### config.mk
export PLATFORM = sky130hd
export DESIGN_NAME = key_state_tracker
export DESIGN_NICKNAME = d
export VERILOG_FILES = /design/src/rtl/key_state_tracker.sv
export SDC_FILE = /design/constraint.sdc
export NUM_CORES = 1
export LEC_CHECK = 0
export BUFFER_PORTS_ARGS = -buffer_cell sky130_fd_sc_hd__buf_2
export CAP_MARGIN = 0
export CORE_MARGIN = 2
export CORE_UTILIZATION = 45
export DETAILED_ROUTE_END_ITERATION = 7
export PLACE_DENSITY = 0.77
export SYNTH_ARGS = -nofsm -noshare
export SYNTH_HDL_FRONTEND = slang
export SYNTH_SLANG_ARGS = --single-unit
### constraint.sdc
create_clock -name clk -period 5.22 [get_ports clk]
set_clock_uncertainty 0.1 [all_clocks]
set_input_delay 0.783 -clock clk [delete_from_list [all_inputs] [get_ports clk]]
set_output_delay 0.783 -clock clk [all_outputs]
set_load 0.01 [all_outputs]
### src/rtl/key_state_tracker.sv
// Tracks held/released state of scan-code mapped keys from a make/break decoder,
// with press/release pulses and per-channel hold-time counters in tick units.
module key_state_tracker #(
    parameter int unsigned             NUM_KEYS   = 6,
    parameter logic [NUM_KEYS*8-1:0]   CODE_TABLE = {8'h7A, 8'h72, 8'h69, 8'h74, 8'h73, 8'h6B},
    parameter int unsigned             HOLD_WIDTH = 16,
    parameter int unsigned             TICK_DIV   = 50000
) (
    input  logic                           clk,
    input  logic                           resetn,
    input  logic                           valid,
    input  logic                           make_break,
    input  logic [7:0]                     out_code,
    input  logic                           clear,
    output logic [NUM_KEYS-1:0]            key_down,
    output logic [NUM_KEYS-1:0]            key_pressed,
    output logic [NUM_KEYS-1:0]            key_released,
    output logic [NUM_KEYS*HOLD_WIDTH-1:0] hold_time,
    output logic                           any_down,
    output logic [4:0]                     down_count
);

    localparam int unsigned     TW        = (TICK_DIV > 1) ? $clog2(TICK_DIV) : 1;
    localparam logic [TW-1:0]   TICK_LAST = TW'(TICK_DIV - 1);

    logic                r_valid_q;
    logic [NUM_KEYS-1:0] r_key_down;
    logic [NUM_KEYS-1:0] r_key_pressed;
    logic [NUM_KEYS-1:0] r_key_released;
    logic [TW-1:0]       r_tick_cnt;

    logic                w_accept;
    logic                w_tick;
    logic [NUM_KEYS-1:0] w_match;
    logic [NUM_KEYS-1:0] w_next_down;
    logic [NUM_KEYS-1:0] w_rise;
    logic [4:0]          w_down_count;

    assign w_accept = valid & ~r_valid_q;
    assign w_tick   = (r_tick_cnt == TICK_LAST);

    always_comb begin
        w_match = '0;
        for (int unsigned i = 0; i < NUM_KEYS; i++) begin
            w_match[i] = (CODE_TABLE[8*i +: 8] == out_code);
        end
    end

    // Clear takes priority and discards any event accepted on the same edge.
    always_comb begin
        w_next_down = r_key_down;
        if (clear) begin
            w_next_down = '0;
        end else if (w_accept) begin
            if (make_break) begin
                w_next_down = r_key_down | w_match;
            end else begin
                w_next_down = r_key_down & ~w_match;
            end
        end
    end

    assign w_rise = w_next_down & ~r_key_down;

    always_ff @(posedge clk or negedge resetn) begin
        if (!resetn) begin
            r_valid_q      <= 1'b0;
            r_key_down     <= '0;
            r_key_pressed  <= '0;
            r_key_released <= '0;
        end else begin
            r_valid_q      <= valid;
            r_key_down     <= w_next_down;
            r_key_pressed  <= w_rise;
            r_key_released <= r_key_down & ~w_next_down;
        end
    end

    always_ff @(posedge clk or negedge resetn) begin
        if (!resetn) begin
            r_tick_cnt <= '0;
        end else if (w_tick) begin
            r_tick_cnt <= '0;
        end else begin
            r_tick_cnt <= r_tick_cnt + TW'(1);
        end
    end

    for (genvar g = 0; g < NUM_KEYS; g++) begin : g_chan
        logic [HOLD_WIDTH-1:0] r_hold;

        // A press zeroes the count even if a tick lands on the same edge.
        always_ff @(posedge clk or negedge resetn) begin
            if (!resetn) begin
                r_hold <= '0;
            end else if (w_rise[g]) begin
                r_hold <= '0;
            end else if (r_key_down[g] && w_tick && (r_hold != '1)) begin
                r_hold <= r_hold + HOLD_WIDTH'(1);
            end
        end

        assign hold_time[g*HOLD_WIDTH +: HOLD_WIDTH] = r_hold;
    end

    always_comb begin
        w_down_count = '0;
        for (int unsigned i = 0; i < NUM_KEYS; i++) begin
            w_down_count = w_down_count + 5'(r_key_down[i]);
        end
    end

    assign key_down     = r_key_down;
    assign key_pressed  = r_key_pressed;
    assign key_released = r_key_released;
    assign any_down     = |r_key_down;
    assign down_count   = w_down_count;

endmodule

Word level (Yosys, flattened, before mapping)
Index checks and enable logic that the tools add are counted. Widths: inputs -> output; s select.

Bitwise operators: 9. Add/subtract/negate cells: 12. Multipliers: 0. Div/mod/pow operators: 0. Multiplexer cells: 16. Reductions and logical operators: 19. Shifts and indexed selects: 0. $lt $le $gt $ge: 0. Eq/ne operators: 13.

Operator list (count): $mux 16 (13); $add 16x1->16 const B (7); $ne 16x16->1 const B (6); $eq 7x8->1 const A (6); $and 6x6->6 (3); $mux 6 (3); $not 6->6 (3); $eq 16x16->1 const B (1); $logic_and 1x1->1 (12); $reduce_bool 2->1 (6); $or 6x6->6 (1); $reduce_or 6->1 (1); $add 4x1->5 (1); $add 5x1->5 (1); $add 3x1->4 (1); $add 2x1->3 (1); $add 1x1->2 (1); $and 1x1->1 (1); $not 1->1 (1).

Memories: 0. Register bits: 131. Input port bits: 13. Bits in writable memories: 0. Word-level logic and storage cells: 80. Bits in read-only memories: 0. Bits in latches: 0.

Longest topological paths before layout
Depth in word-level cells: 8. Gate-level depth with buffers: 9.

Worst setup path before layout
OpenSTA, ideal clock, no wires.

Path kind: reg-to-output. Start: reg r_key_down[0] (netlist: key_down[0]). End: out down_count[1]. Setup slack: 2.096 ns. Data required time: 4.337 ns. Data arrival time: 2.241 ns. Stages on the path, launching flop included: 7. Cells stage by stage: dfrtp_1 -> inv_1 -> fa_1 -> fa_1 -> inv_1 -> ha_1 -> fa_1.

Cells in the longest elaborated chain, start to end: 5.

Ends and longest elaborated chain: from (decl) (line 27) `logic [NUM_KEYS-1:0] r_key_down;`; from (signal assigned) (line 73) `r_key_down <= w_next_down;`; $add 1x1->2 (line 109) `w_down_count = w_down_count + 5'(r_key_down[i]);`; $add 2x1->3 (line 109); $add 3x1->4 (line 109); $add 4x1->5 (line 109); $add 5x1->5 (line 109); to (decl) (line 20) `output logic [4:0] down_count`.

Every way passes these cells.

Worst setup path after layout
Start: reg r_key_down[3] (netlist: key_down[3]). End: out down_count[1].

Cells in the longest elaborated chain, start to end: 3.

Ends and longest elaborated chain (line): $add 3x1->4 (109); $add 4x1->5 (109); $add 5x1->5 (109).

Every way passes these cells.

==> load_flow_metrics.sql <==
INSERT INTO impl_metrics (metric_group, metric, value, unit) VALUES
('run_status', 'outcome', 'finished, final reports clean', ''),
('sta', 'worst_pin_slew', '1.03', 'ns'),
('setup_path', 'critical_path_class', 'register to output pin', ''),
('clock_network', 'postCtsHoldBufs', '0', ''),
('detailed_routing', 'wl_per_cell', '15.9', 'um'),
('global_route', 'grt_first_pass_wirelength', '27400', 'um'),
('clock_network', 'clock_sinks', '131', ''),
('sta', 'timing.max_slew.rel_slack', '31.1', '%'),
('floorplanning', 'rows', '44', ''),
('clock_network', 'reg_clk_slew_reported_paths', '0.06', 'ns'),
('logic_synthesis', 'synth-edff-count', '0', ''),
('sta', 'fin_tns_setup', '0', 'ns'),
('clock_network', 'cts_resized', '0', ''),
('sta', 'timing_hold_violations_final', '0', ''),
('place', 'detailedPlacementHpwl', '11500', 'um'),
('finish', 'post_route_cells_drive_above_1_share', '20.9', '%'),
('finish', 'post-route-cell-area', '8150', 'um^2'),
('logic_synthesis', 'netlist_area', '6750', 'um^2'),
('detailed_routing', 'routed_via_density', '5.65', ''),
('logic_synthesis', 'postSynthRegisterBits', '131', ''),
('detailed_routing', 'ant_nets', '0', ''),
('sta', 'slew_viols_final', '0', ''),
('logic_synthesis', 'cell_type_contributing_the_most_total_cell_area_after_synthesis', 'sky130_fd_sc_hd__dfrtp_1', ''),
('sta', 'max_freq', '268', 'MHz'),
('clock_network', 'cts_buffer_depth', '2', ''),
('clock_network', 'cts.htree.levels', '4', ''),
('finish', 'multi_input_area', '3300', 'um^2'),
('finish', 'area.growth.synth_to_final', '20.7', '%'),
('setup_path', 'highest_net_fanout_along_the_worst_path', '8', ''),
('floorplanning', 'die_height', '127', 'um'),
('run', 'cap_viol_max_count', '0', ''),
('place', 'placedInstanceArea', '7600', 'um^2'),
('finish', 'most_frequent_standard_cell_in_the_layout_excluding_fill_and_tap_cells', 'sky130_fd_sc_hd__dfrtp_1', ''),
('setup_path', 'crit_path_end_kind', 'output pin', ''),
('worst_hold_path', 'hp-class', 'input port to asynchronous set/reset pin', ''),
('clock_network', 'worst_skew_pair.late_latency', '0.42', 'ns'),
('logic_synthesis', 'ys.flop_type', 'sky130_fd_sc_hd__dfrtp_1', ''),
('floorplanning', 'die-width', '127', 'um'),
('detailed_routing', 'drtIter0Drc', '301', ''),
('global_route', 'globalRouteTotalUtil', '21.1', '%'),
('clock_network', 'cts_tree', 'built', ''),
('finish', 'final.fill_count', '1330', ''),
('finish', 'layout.area.seq', '3280', 'um^2'),
('pwr', 'p_leak', '0.00355', 'uW'),
('sta', 'rsz0062_at_grt', 'false', ''),
('setup_path', 'required', '4.34', 'ns'),
('sta', 'hold_ws', '0.346', 'ns'),
('sta', 'final_period_minus_worst_setup_slack', '3.73', 'ns'),
('pwr', 'peakVddDrop', '0.000234', 'V'),
('global_route', 'overflow', '0', ''),
('detailed_routing', 'drcViolationCount', '0', ''),
('logic_synthesis', 'fraction_of_registers_with_async_set_or_reset_after_synthesis', '100', '%'),
('detailed_routing', 'via_count', '5885', ''),
('logic_synthesis', 'ys_seq_area_share', '48.5', '%'),
('global_route', 'grt_max_degree', '99', ''),
('place', 'post-place-ws', '1.94', 'ns'),
('finish', 'layout_common_cells', '131 x sky130_fd_sc_hd__dfrtp_1, 129 x sky130_fd_sc_hd__buf_2, 75 x sky130_fd_sc_hd__nor2_1, 48 x sky130_fd_sc_hd__or3_1, 46 x sky130_fd_sc_hd__a21oi_1', ''),
('place', 'io_buffer_count', '130', ''),
('setup_path', 'crit_start', 'key_down[3]', ''),
('logic_synthesis', 'netlist.area_leader.share', '48.5', '%'),
('floorplanning', 'design.core.area', '14600', 'um^2'),
('setup_path', 'critical_path_source_type', 'register', ''),
('clock_network', 'clock_tree.root_cell', 'sky130_fd_sc_hd__clkbuf_16', ''),
('global_route', 'antenna_found_initial', '1', ''),
('sta', 'post-route-period-util', '71.5', '%'),
('floorplanning', 'top_level_ports', '133', ''),
('logic_synthesis', 'synth_cells', '715', ''),
('place', 'place.gp.congestion', '0.788', ''),
('sta', 'setup_violations', '0', ''),
('floorplanning', 'initial_core_util', '46.3', '%'),
('finish', 'fin_nets', '872', '');
==> logic make-up after synthesis <==
logic type	Yosys count	share of synthesized area [%]
xor+xnor	45	5.84
simple gates	339	27.6
compound gates	127	10.9
fa+ha+maj	12	2.56
flops	131	48.5
other cells	1	0.0555
mux	11	1.63
buf+inv	49	2.89
==> flip-flops by register name, summed over array words and instances (netlist names) <==
signal	count
g_chan.r_hold	96
key_down	6
key_pressed	6
key_released	6
r_tick_cnt	16
r_valid_q	1
==> layout make-up <==
type	instances	area share, %
clock inverter	6	0.676
inverter	26	1.20
timing repair buffer	135	8.52
clock buffer	23	5.99
sequential	131	40.2
tap	184	2.83
antenna	1	0.0307
multi-input combinational	536	40.5
==> critical path: stages, from the launching register on <==
cell and delay (ns):
sky130_fd_sc_hd__dfrtp_1 0.48, sky130_fd_sc_hd__inv_1 0.13, sky130_fd_sc_hd__fa_1 0.46, sky130_fd_sc_hd__fa_1 0.49, sky130_fd_sc_hd__inv_1 0.04, sky130_fd_sc_hd__ha_1 0.21
sky130_fd_sc_hd__fa_1 0.50, sky130_fd_sc_hd__buf_2 0.13
==> final timing paths <==
| path | endpoint | slack [ns] | cells after the start |
|---|---|---|---|
| setup / recovery | down_count[1] | 1.49 | 7 |
| hold / removal | g_chan[3].r_hold[7] | 0.35 | 1 |
| setup reg to reg | g_chan[4].r_hold[6] | 2.07 | 8 |
| hold reg to reg | r_tick_cnt[0] | 0.39 | 1 |
| max in group asynchronous | g_chan[4].r_hold[7] | 3.67 | 2 |
| min in group clk | r_tick_cnt[0] | 0.39 | 1 |
==> power by group <==
| group | internal, uW | total (uW) | switching (uW) |
|---|---|---|---|
| combinational | 39.0 | 113 | 74.4 |
| sequential | 1030 | 1040 | 15.1 |
| clock | 693 | 1120 | 427 |
==> routing by layer <==
metal	routed length [um]	GRT usage, %	up-vias
met3	816	4.98	21
met1	7870	29.7	2848
met4	265	6.92	0
met2	7640	32.5	137
li1	-	-	2879
met5	0	0	-
==> per-stage QoR <==
| stage | instances | power [uW] | utilization (%) |
|---|---|---|---|
| finish | 1042 | 2280 | 55.9 |
| global route | 1042 | 2350 | 55.9 |
| CTS | 1041 | 2290 | 55.8 |
| detailed placement | 1012 | 1170 | 52.1 |
| global placement | 1012 | 1170 | 52.1 |
| floorplan | 716 | 1120 | - |
==> Yosys cell counts (3+ instances only) <==
cell type / number
sky130_fd_sc_hd__o211ai_1: 10
sky130_fd_sc_hd__clkbuf_1: 17
sky130_fd_sc_hd__inv_2: 3
sky130_fd_sc_hd__nand4bb_1: 3
sky130_fd_sc_hd__nand3_1: 42
sky130_fd_sc_hd__nor2_1: 75
sky130_fd_sc_hd__and3_1: 15
sky130_fd_sc_hd__dfrtp_1: 131
sky130_fd_sc_hd__mux2i_1: 11
sky130_fd_sc_hd__nor4_1: 9
sky130_fd_sc_hd__o21a_1: 4
sky130_fd_sc_hd__buf_2: 3
sky130_fd_sc_hd__ha_1: 9
sky130_fd_sc_hd__o2111ai_1: 4
sky130_fd_sc_hd__nand2b_1: 4
sky130_fd_sc_hd__or4_1: 15
sky130_fd_sc_hd__and4_1: 10
sky130_fd_sc_hd__and2_1: 5
sky130_fd_sc_hd__or2_2: 6
sky130_fd_sc_hd__xnor2_1: 24
sky130_fd_sc_hd__nand2_1: 40
sky130_fd_sc_hd__inv_1: 23
sky130_fd_sc_hd__xor2_1: 21
sky130_fd_sc_hd__fa_1: 3
sky130_fd_sc_hd__a21oi_1: 46
sky130_fd_sc_hd__o31ai_1: 7
sky130_fd_sc_hd__or3_1: 48
sky130_fd_sc_hd__o21ai_0: 45
sky130_fd_sc_hd__o31a_1: 3
sky130_fd_sc_hd__nor3_1: 19
sky130_fd_sc_hd__nand4_1: 35
Note: power is estimated with default switching activity, not from simulation.
